$ cat src/rtl/rf_wb_scheduler_if.sv
// Writeback request, issue/decode and register-file write-port bundle for rf_wb_scheduler.
interface rf_wb_scheduler_if #(
  parameter int XLEN   = 32,
  parameter int NREG_W = 5
);
  logic              alu_req;
  logic [NREG_W-1:0] alu_rd;
  logic [XLEN-1:0]   alu_data;
  logic              alu_ack;

  logic              ld_req;
  logic [NREG_W-1:0] ld_rd;
  logic [XLEN-1:0]   ld_data;
  logic              ld_ack;

  logic              iss_valid;
  logic [NREG_W-1:0] iss_rd;
  logic [NREG_W-1:0] rs1;
  logic [NREG_W-1:0] rs2;
  logic              stall;

  logic              rf_we;
  logic [NREG_W-1:0] rf_a3;
  logic [XLEN-1:0]   rf_wd;

  // Pipeline side: execute/memory/decode stages and REG_FILE.
  modport master (
    output alu_req, alu_rd, alu_data,
    input  alu_ack,
    output ld_req, ld_rd, ld_data,
    input  ld_ack,
    output iss_valid, iss_rd, rs1, rs2,
    input  stall,
    input  rf_we, rf_a3, rf_wd
  );

  // Scheduler side.
  modport slave (
    input  alu_req, alu_rd, alu_data,
    output alu_ack,
    input  ld_req, ld_rd, ld_data,
    output ld_ack,
    input  iss_valid, iss_rd, rs1, rs2,
    output stall,
    output rf_we, rf_a3, rf_wd
  );
endinterface

$ cat src/rtl/rf_wb_scheduler.sv
// Register-file write-port arbiter (ALU vs load) with per-register busy scoreboard.
module rf_wb_scheduler #(
  parameter int XLEN       = 32,
  parameter int NREG_W     = 5,
  parameter int STARVE_LIM = 4
) (
  input  logic             clk,
  input  logic             res,
  rf_wb_scheduler_if.slave bus
);
  localparam int NREG  = 1 << NREG_W;
  localparam int CNT_W = $clog2(STARVE_LIM + 1);
  localparam logic [CNT_W-1:0] LIM = CNT_W'(STARVE_LIM);

  logic [NREG-1:0]   busy_q, busy_d;
  logic [CNT_W-1:0]  starve_q, starve_d;
  logic              rf_we_q, rf_we_d;
  logic [NREG_W-1:0] rf_a3_q, rf_a3_d;
  logic [XLEN-1:0]   rf_wd_q, rf_wd_d;

  logic alu_win, ld_win, stall;

  // Arbitration: load has priority unless the ALU has been starved long enough.
  always_comb begin
    alu_win = 1'b0;
    ld_win  = 1'b0;
    if (!res) begin
      if (bus.alu_req && (!bus.ld_req || starve_q >= LIM)) alu_win = 1'b1;
      else if (bus.ld_req)                                 ld_win  = 1'b1;
    end
  end

  // Decode stall on any pending write to a non-zero source register.
  always_comb begin
    stall = 1'b0;
    if (!res)
      stall = (bus.rs1 != '0 && busy_q[bus.rs1]) || (bus.rs2 != '0 && busy_q[bus.rs2]);
  end

  // Next-state: starve counter, write stage, scoreboard.
  always_comb begin
    starve_d = '0;
    if (bus.alu_req && !alu_win)
      starve_d = (starve_q >= LIM) ? LIM : starve_q + 1'b1;

    rf_we_d = 1'b0;
    rf_a3_d = rf_a3_q;
    rf_wd_d = rf_wd_q;
    if (alu_win) begin
      rf_a3_d = bus.alu_rd;
      rf_wd_d = bus.alu_data;
      rf_we_d = (bus.alu_rd != '0);
    end else if (ld_win) begin
      rf_a3_d = bus.ld_rd;
      rf_wd_d = bus.ld_data;
      rf_we_d = (bus.ld_rd != '0);
    end

    // Clear first, then set, so a new producer issued on the commit edge stays outstanding.
    busy_d = busy_q;
    if (rf_we_q) busy_d[rf_a3_q] = 1'b0;
    if (bus.iss_valid && !stall && bus.iss_rd != '0) busy_d[bus.iss_rd] = 1'b1;
    busy_d[0] = 1'b0;
  end

  // State registers.
  always_ff @(posedge clk or posedge res) begin
    if (res) begin
      busy_q   <= '0;
      starve_q <= '0;
      rf_we_q  <= 1'b0;
      rf_a3_q  <= '0;
      rf_wd_q  <= '0;
    end else begin
      busy_q   <= busy_d;
      starve_q <= starve_d;
      rf_we_q  <= rf_we_d;
      rf_a3_q  <= rf_a3_d;
      rf_wd_q  <= rf_wd_d;
    end
  end

  assign bus.alu_ack = alu_win;
  assign bus.ld_ack  = ld_win;
  assign bus.stall   = stall;
  assign bus.rf_we   = rf_we_q;
  assign bus.rf_a3   = rf_a3_q;
  assign bus.rf_wd   = rf_wd_q;
endmodule
$ cat src/flat_wrapper.sv
// flat-port wrapper written by rule: the top's interface ports become plain ports
module rf_wb_scheduler_flat 
#(
  parameter int XLEN       = 32,
  parameter int NREG_W     = 5,
  parameter int STARVE_LIM = 4
)
  (clk, res, bus_alu_req, bus_alu_rd, bus_alu_data, bus_alu_ack, bus_ld_req, bus_ld_rd, bus_ld_data, bus_ld_ack, bus_iss_valid, bus_iss_rd, bus_rs1, bus_rs2, bus_stall, bus_rf_we, bus_rf_a3, bus_rf_wd);
  rf_wb_scheduler_if #(.XLEN(XLEN), .NREG_W(NREG_W)) bus_i ();
  input  logic clk;
  input  logic res;
  input wire logic [$bits(bus_i.alu_req)-1:0] bus_alu_req;
  input wire logic [$bits(bus_i.alu_rd)-1:0] bus_alu_rd;
  input wire logic [$bits(bus_i.alu_data)-1:0] bus_alu_data;
  output wire logic [$bits(bus_i.alu_ack)-1:0] bus_alu_ack;
  input wire logic [$bits(bus_i.ld_req)-1:0] bus_ld_req;
  input wire logic [$bits(bus_i.ld_rd)-1:0] bus_ld_rd;
  input wire logic [$bits(bus_i.ld_data)-1:0] bus_ld_data;
  output wire logic [$bits(bus_i.ld_ack)-1:0] bus_ld_ack;
  input wire logic [$bits(bus_i.iss_valid)-1:0] bus_iss_valid;
  input wire logic [$bits(bus_i.iss_rd)-1:0] bus_iss_rd;
  input wire logic [$bits(bus_i.rs1)-1:0] bus_rs1;
  input wire logic [$bits(bus_i.rs2)-1:0] bus_rs2;
  output wire logic [$bits(bus_i.stall)-1:0] bus_stall;
  output wire logic [$bits(bus_i.rf_we)-1:0] bus_rf_we;
  output wire logic [$bits(bus_i.rf_a3)-1:0] bus_rf_a3;
  output wire logic [$bits(bus_i.rf_wd)-1:0] bus_rf_wd;
  assign bus_i.alu_req = bus_alu_req;
  assign bus_i.alu_rd = bus_alu_rd;
  assign bus_i.alu_data = bus_alu_data;
  assign bus_alu_ack = bus_i.alu_ack;
  assign bus_i.ld_req = bus_ld_req;
  assign bus_i.ld_rd = bus_ld_rd;
  assign bus_i.ld_data = bus_ld_data;
  assign bus_ld_ack = bus_i.ld_ack;
  assign bus_i.iss_valid = bus_iss_valid;
  assign bus_i.iss_rd = bus_iss_rd;
  assign bus_i.rs1 = bus_rs1;
  assign bus_i.rs2 = bus_rs2;
  assign bus_stall = bus_i.stall;
  assign bus_rf_we = bus_i.rf_we;
  assign bus_rf_a3 = bus_i.rf_a3;
  assign bus_rf_wd = bus_i.rf_wd;
  rf_wb_scheduler #(.XLEN(XLEN), .NREG_W(NREG_W), .STARVE_LIM(STARVE_LIM)) u_core (.clk(clk), .res(res), .bus(bus_i));
endmodule
$ cat config.mk
export PLATFORM = sky130hd
export DESIGN_NAME = rf_wb_scheduler_flat
export DESIGN_NICKNAME = d
export VERILOG_FILES = /design/src/rtl/rf_wb_scheduler_if.sv /design/src/rtl/rf_wb_scheduler.sv /design/src/flat_wrapper.sv
export SDC_FILE = /design/constraint.sdc
export NUM_CORES = 1
export LEC_CHECK = 0
export ABC_AREA = 1
export ABC_CLOCK_PERIOD_IN_PS = 3900
export BUFFER_PORTS_ARGS = -buffer_cell sky130_fd_sc_hd__buf_2
export CORE_MARGIN = 5
export CORE_UTILIZATION = 35
export DETAILED_ROUTE_END_ITERATION = 10
export SLEW_MARGIN = 10
export SYNTH_ARGS = -nofsm -noshare
export SYNTH_HDL_FRONTEND = slang
export SYNTH_SLANG_ARGS = --single-unit
$ cat constraint.sdc
create_clock -name clk -period 3.9 [get_ports clk]
set_input_delay 0.39 -clock clk [delete_from_list [all_inputs] [get_ports clk]]
set_output_delay 0.39 -clock clk [all_outputs]
set_load 0.03 [all_outputs]
### Yosys cells after proc, flatten, opt, wreduce, memory -nomap -nowiden

Cells that the tools add are included.
W data, S select, Z words.

* register bits: 72
* input bits: 94

* add/subtract/negate cells: 1
* $lt $le $gt $ge: 7
* mux-type cells: 24
* bitwise logic cells: 3
* reductions and logical operators: 19

Operator list (count)
* $mux W32: 4
* $and A32 B32 Y32: 1
* $not A32 Y32: 1
* $or A32 B32 Y32: 1
* $reduce_bool A5 Y1: 5
* $lt A5 B6 Y1 const B: 4
* $mux W1: 12
* $bmux W1 S5: 2
* $demux W1 S5: 2
* $ge A5 B1 Y1 const B: 2
* $mux W5: 2
* $logic_and A1 B1 Y1: 8
* $mux W3: 2
* $add A3 B1 Y3 const B: 1
* $ge A3 B3 Y1 const B: 1
* $logic_not A1 Y1: 3
* $logic_or A1 B1 Y1: 2
* $reduce_bool A2 Y1: 1

### Longest topological paths before layout

* word-level depth: 9
* gate-level depth with buffers: 16

### Worst setup path after synthesis

No wires, ideal clock.

* path kind: in2out
* start point: input res
* end point: output bus_ld_ack
* arrival: 2.680 ns
* required time: 3.510 ns
* path slack: 0.830 ns
* stages on the path: 4
* buffers on the path: 1
* cells stage by stage: inv_1 nand3_1 clkbuf_1 inv_1

* word-level cells in the longest chain between the ends: 1

Ends and longest elaborated chain
* start, declared: RTL line flat_wrapper.sv:11 `input logic res;`
* $mux W1: RTL line rf_wb_scheduler.sv:27 `if (!res) begin`
* end, declared: RTL line flat_wrapper.sv:19 `output wire logic [$bits(bus_i.ld_ack)-1:0] bus_ld_ack;`

Every way passes these cells.

### Worst setup path in the final report

* start point: input bus_rs2[0]
* end point: output bus_stall

* word-level cells in the longest chain between the ends: 5

Ends and longest elaborated chain
* start, declared: RTL line flat_wrapper.sv:23 `input wire logic [$bits(bus_i.rs2)-1:0] bus_rs2;`
* $bmux W1 S5: RTL line rf_wb_scheduler.sv:37 `stall = (bus.rs1 != '0 && busy_q[bus.rs1]) || (bus.rs2 != '0 && busy_q[bus.rs2]);`
* $mux W1 (implied by the code): RTL line rf_wb_scheduler.sv:37
* $logic_and A1 B1 Y1 (*): RTL line rf_wb_scheduler.sv:37
* $logic_or A1 B1 Y1 (*): RTL line rf_wb_scheduler.sv:37
* $mux W1 (*): RTL line rf_wb_scheduler.sv:36 `if (!res)`
* end, declared: RTL line flat_wrapper.sv:24 `output wire logic [$bits(bus_i.stall)-1:0] bus_stall;`

Mark *: on every way between the ends. The rest lies on a longest branch, timed or not. The select of a mux whose other input is x is not followed.

==> impl_metrics.py <==
metrics = {
    "place": {
        "dpl_cell_area_mm2": 0.00486,
        "post-dp-hpwl_um": 10400,
        "gp_congestion": 0.875,
        "portBuffers": 134,
        "place_inst": 822,
    },
    "clock_tree": {
        "cts_resized": 0,
        "path_clk_slew_ns": 0.05,
        "cts_sinks": 72,
        "cts_tree": "built",
        "htreeDepth": 3,
        "cts_root_buffer": "clkbuf_16",
        "cts_buffers": 9,
        "ctsHoldBuffers": 0,
        "clock_latency_ns": 0.33,
        "cts_setup_buffers": 0,
        "clk_path_buf_depth": 2,
    },
    "critical_path": {
        "r2r_start": "u_core.starve_q[2]",
        "regToRegSetupSlack_ns": 1.61,
        "crit_buf_inv": 5,
        "reg2regPathDepth": 9,
        "path_cells": "buf_2 -> clkinv_4 -> nand2_1 -> nand2_1 -> nand2_1 -> nand2_1 -> nand2_1 -> nand2_1 -> inv_1 -> nand2_1 -> nand2_1 -> nand2_1 -> o21ai_4 -> inv_1 -> buf_2",
        "end_kind": "output pin",
        "criticalPathCategory": "primary input to output pin",
        "path_delay_family": "buffers and inverters",
        "slowest_stage": "o21ai_4",
        "crit_path_max_fanout": 19,
        "required_ns": 3.51,
        "critPathArrivalTime_ns": 2.29,
        "r2r_end": "u_core.bus.rf_wd[22]",
        "crit_top_cell": "nand2_1",
        "max_stage_delay_ns": 0.53,
        "crit_path_start_kind": "primary input",
    },
    "synthesis": {
        "synth.avg_cell_area_um2": 7.35,
        "synth.ff_latch_count": 72,
        "netlist_area_mm2": 0.00416,
        "yosysSeqAreaShare_pct": 43.4,
        "yosys.cell_types.count": 28,
        "synthCells": 565,
        "yosys_warnings": 0,
        "syn-num-nets": 661,
    },
    "power_and_ir_drop": {
        "fin_total_pwr_mw": 2.86,
        "irDropWorstVdd_mv": 0.284,
        "powerDensity_mw_per_mm2": 556,
        "p_leak_nw": 2.51,
    },
    "layout": {
        "layout.nets": 786,
        "post_layout_nonfiller_instances": 837,
        "fillers": 1210,
        "diodes": 0,
        "area_delta_synth_final_pct": 23.9,
        "drive_above_1_share_pct": 25.5,
        "final_area_mm2": 0.00515,
    },
    "detailed_routing": {
        "ant_nets": 0,
        "wl_um": 13500,
        "drt-pass1-iter-count": 5,
        "maxUsedRoutingLayer": "met4",
        "drt_iter0_markers": 323,
        "routedWlPerCell_um": 16.1,
        "drt-met1-wl_um": 5790,
        "routed_via_density": 5.12,
        "vias": 4285,
        "wl_met3_um": 1050,
        "post-route-drc-count": 0,
        "wl_met2_um": 6450,
    },
    "floorplan": {
        "die_y_um": 119,
        "io_pins": 135,
        "initial_core_util_pct": 36.1,
        "die-area_mm2": 0.0142,
        "row_count": 39,
        "die_w_um": 119,
        "core_region_area_mm2": 0.0115,
    },
    "min_path": {
        "min_to": "u_core.bus.rf_wd[16]",
        "hold_path.class": "primary input to flip-flop",
        "min_path_cells": 3,
        "worstHoldStart": "bus_alu_data[16]",
    },
    "sta": {
        "finalClockSkew_ns": 0.00612,
        "hold_viol_final": 0,
        "setup_viol": 0,
        "hold-worst-slack_ns": 0.311,
        "slew_headroom_pct": 17.7,
        "fin_crit_sh_pct": 68.7,
        "worstMarginPinSlew_ns": 1.23,
        "rsz0062_at_grt": "no",
        "tns_ns": 0,
        "slew_viol_final": 0,
        "period_minus_slack_ns": 2.68,
        "max_freq_ghz": 0.373,
    },
    "global_route": {
        "grt_max_degree": 73,
        "global_route.overflow_total": 0,
        "grtUsageTotal_pct": 19.2,
        "grt_pass1_wl_um": 21800,
        "antenna_found_initial": 0,
        "first_global_vias": 4263,
    },
    "job": {
        "drv_cap": 0,
    },
    "outcome": {
        "status": "finished clean",
    },
}
## synthesized netlist by cell type (all sizes together)
master	count	area (um2)
a21oi	4	20.0
nor3	1	5.00
a31oi	1	6.26
or2	1	6.26
nor2	106	398
or4	1	7.51
o211ai	3	22.5
dfrtp	72	1800
inv	54	205
nand4	1	6.26
clkbuf	9	33.8
nand3	90	551
o21ai	35	186
o41ai	1	8.76
clkinv	2	12.5
o22ai	36	225
ha	2	25.0
nand2	131	494
buf	15	140
## routing by layer
metal / vias up / GRT usage, %
li1: 2102 / -
met5: - / 0
met2: 175 / 31.7
met3: 13 / 4.88
met1: 1995 / 24.9
met4: 0 / 5.72
## logic make-up after synthesis
family	count (synthesis)	synth area share (%)
simple gates	331	35.3
fa+ha+maj	2	0.602
compound gates	80	11.3
flops	72	43.4
buf+inv	80	9.42
## registers in the layout, summed over array words and instances, names as in the netlist
name,count
u_core.bus.rf_a3,5
u_core.busy_q,31
u_core.bus.rf_we,1
u_core.bus.rf_wd,32
u_core.starve_q,3
## placed cells by master, fill, tap and decap left out, types with 2 or more instances in the layout
cell type  count
nor2_1       106
nand3_1       70
o22ai_1       36
o21ai_0       34
clkbuf_16      9
dfrtp_1       72
buf_2        134
a21oi_1        4
inv_1         52
buf_4          4
o211ai_1       3
nand3_2       20
ha_1           2
clkinv_2       3
nand2_1      130
## power by group
| part | leakage, nW | internal (mW) | switching [mW] | total, mW |
|---|---|---|---|---|
| registers | 0.790 | 0.968 | 0.157 | 1.12 |
| logic | 1.58 | 0.292 | 0.651 | 0.943 |
| clock network | 0.145 | 0.505 | 0.292 | 0.797 |
| total | 2.51 | 1.76 | 1.10 | 2.86 |
## worst register-to-register path: stages (launching register included)
cell     delay [ns]
dfrtp_1        0.36
inv_1          0.06
nand2_1        0.05
nand2_1        0.06
nor2_1         0.30
inv_1          0.57
nand2_1        0.25
buf_4          0.37
nor2_1         0.09
nor2_1         0.11
## area by class of cell
class | instances | area, um2 | area share [%]
multi-input cells | 413 | 1960 | 38.1
well taps | 143 | 179 | 3.48
clock inverters | 4 | 45.0 | 0.875
clock buffers | 11 | 243 | 4.71
repair buffers | 138 | 701 | 13.6
flip-flops and latches | 72 | 1800 | 35.0
inverters | 56 | 218 | 4.23
## worst max-delay path by stage
stage | slack [ns] | from | to | cells past startpoint
global placement | 1.31 | bus_rs2[0] | bus_stall | 15
finish | 1.22 | bus_rs2[0] | bus_stall | 15
CTS | 1.22 | bus_rs1[0] | bus_stall | 12
detailed placement | 1.24 | bus_rs1[0] | bus_stall | 12
floorplan | 0.83 | res | bus_ld_ack | 4
global route | 0.98 | bus_rs2[0] | bus_stall | 15
## through the flow
| stage | setup slack [ns] | util [%] |
|---|---|---|
| finish | 1.22 | 44.7 |
| global route | 0.984 | 44.7 |
| CTS | 1.22 | 44.7 |
| detailed placement | 1.24 | 42.2 |
| global placement | 1.31 | 42.2 |
| floorplan | 0.830 | - |
(Power assumes the default switching activity.)
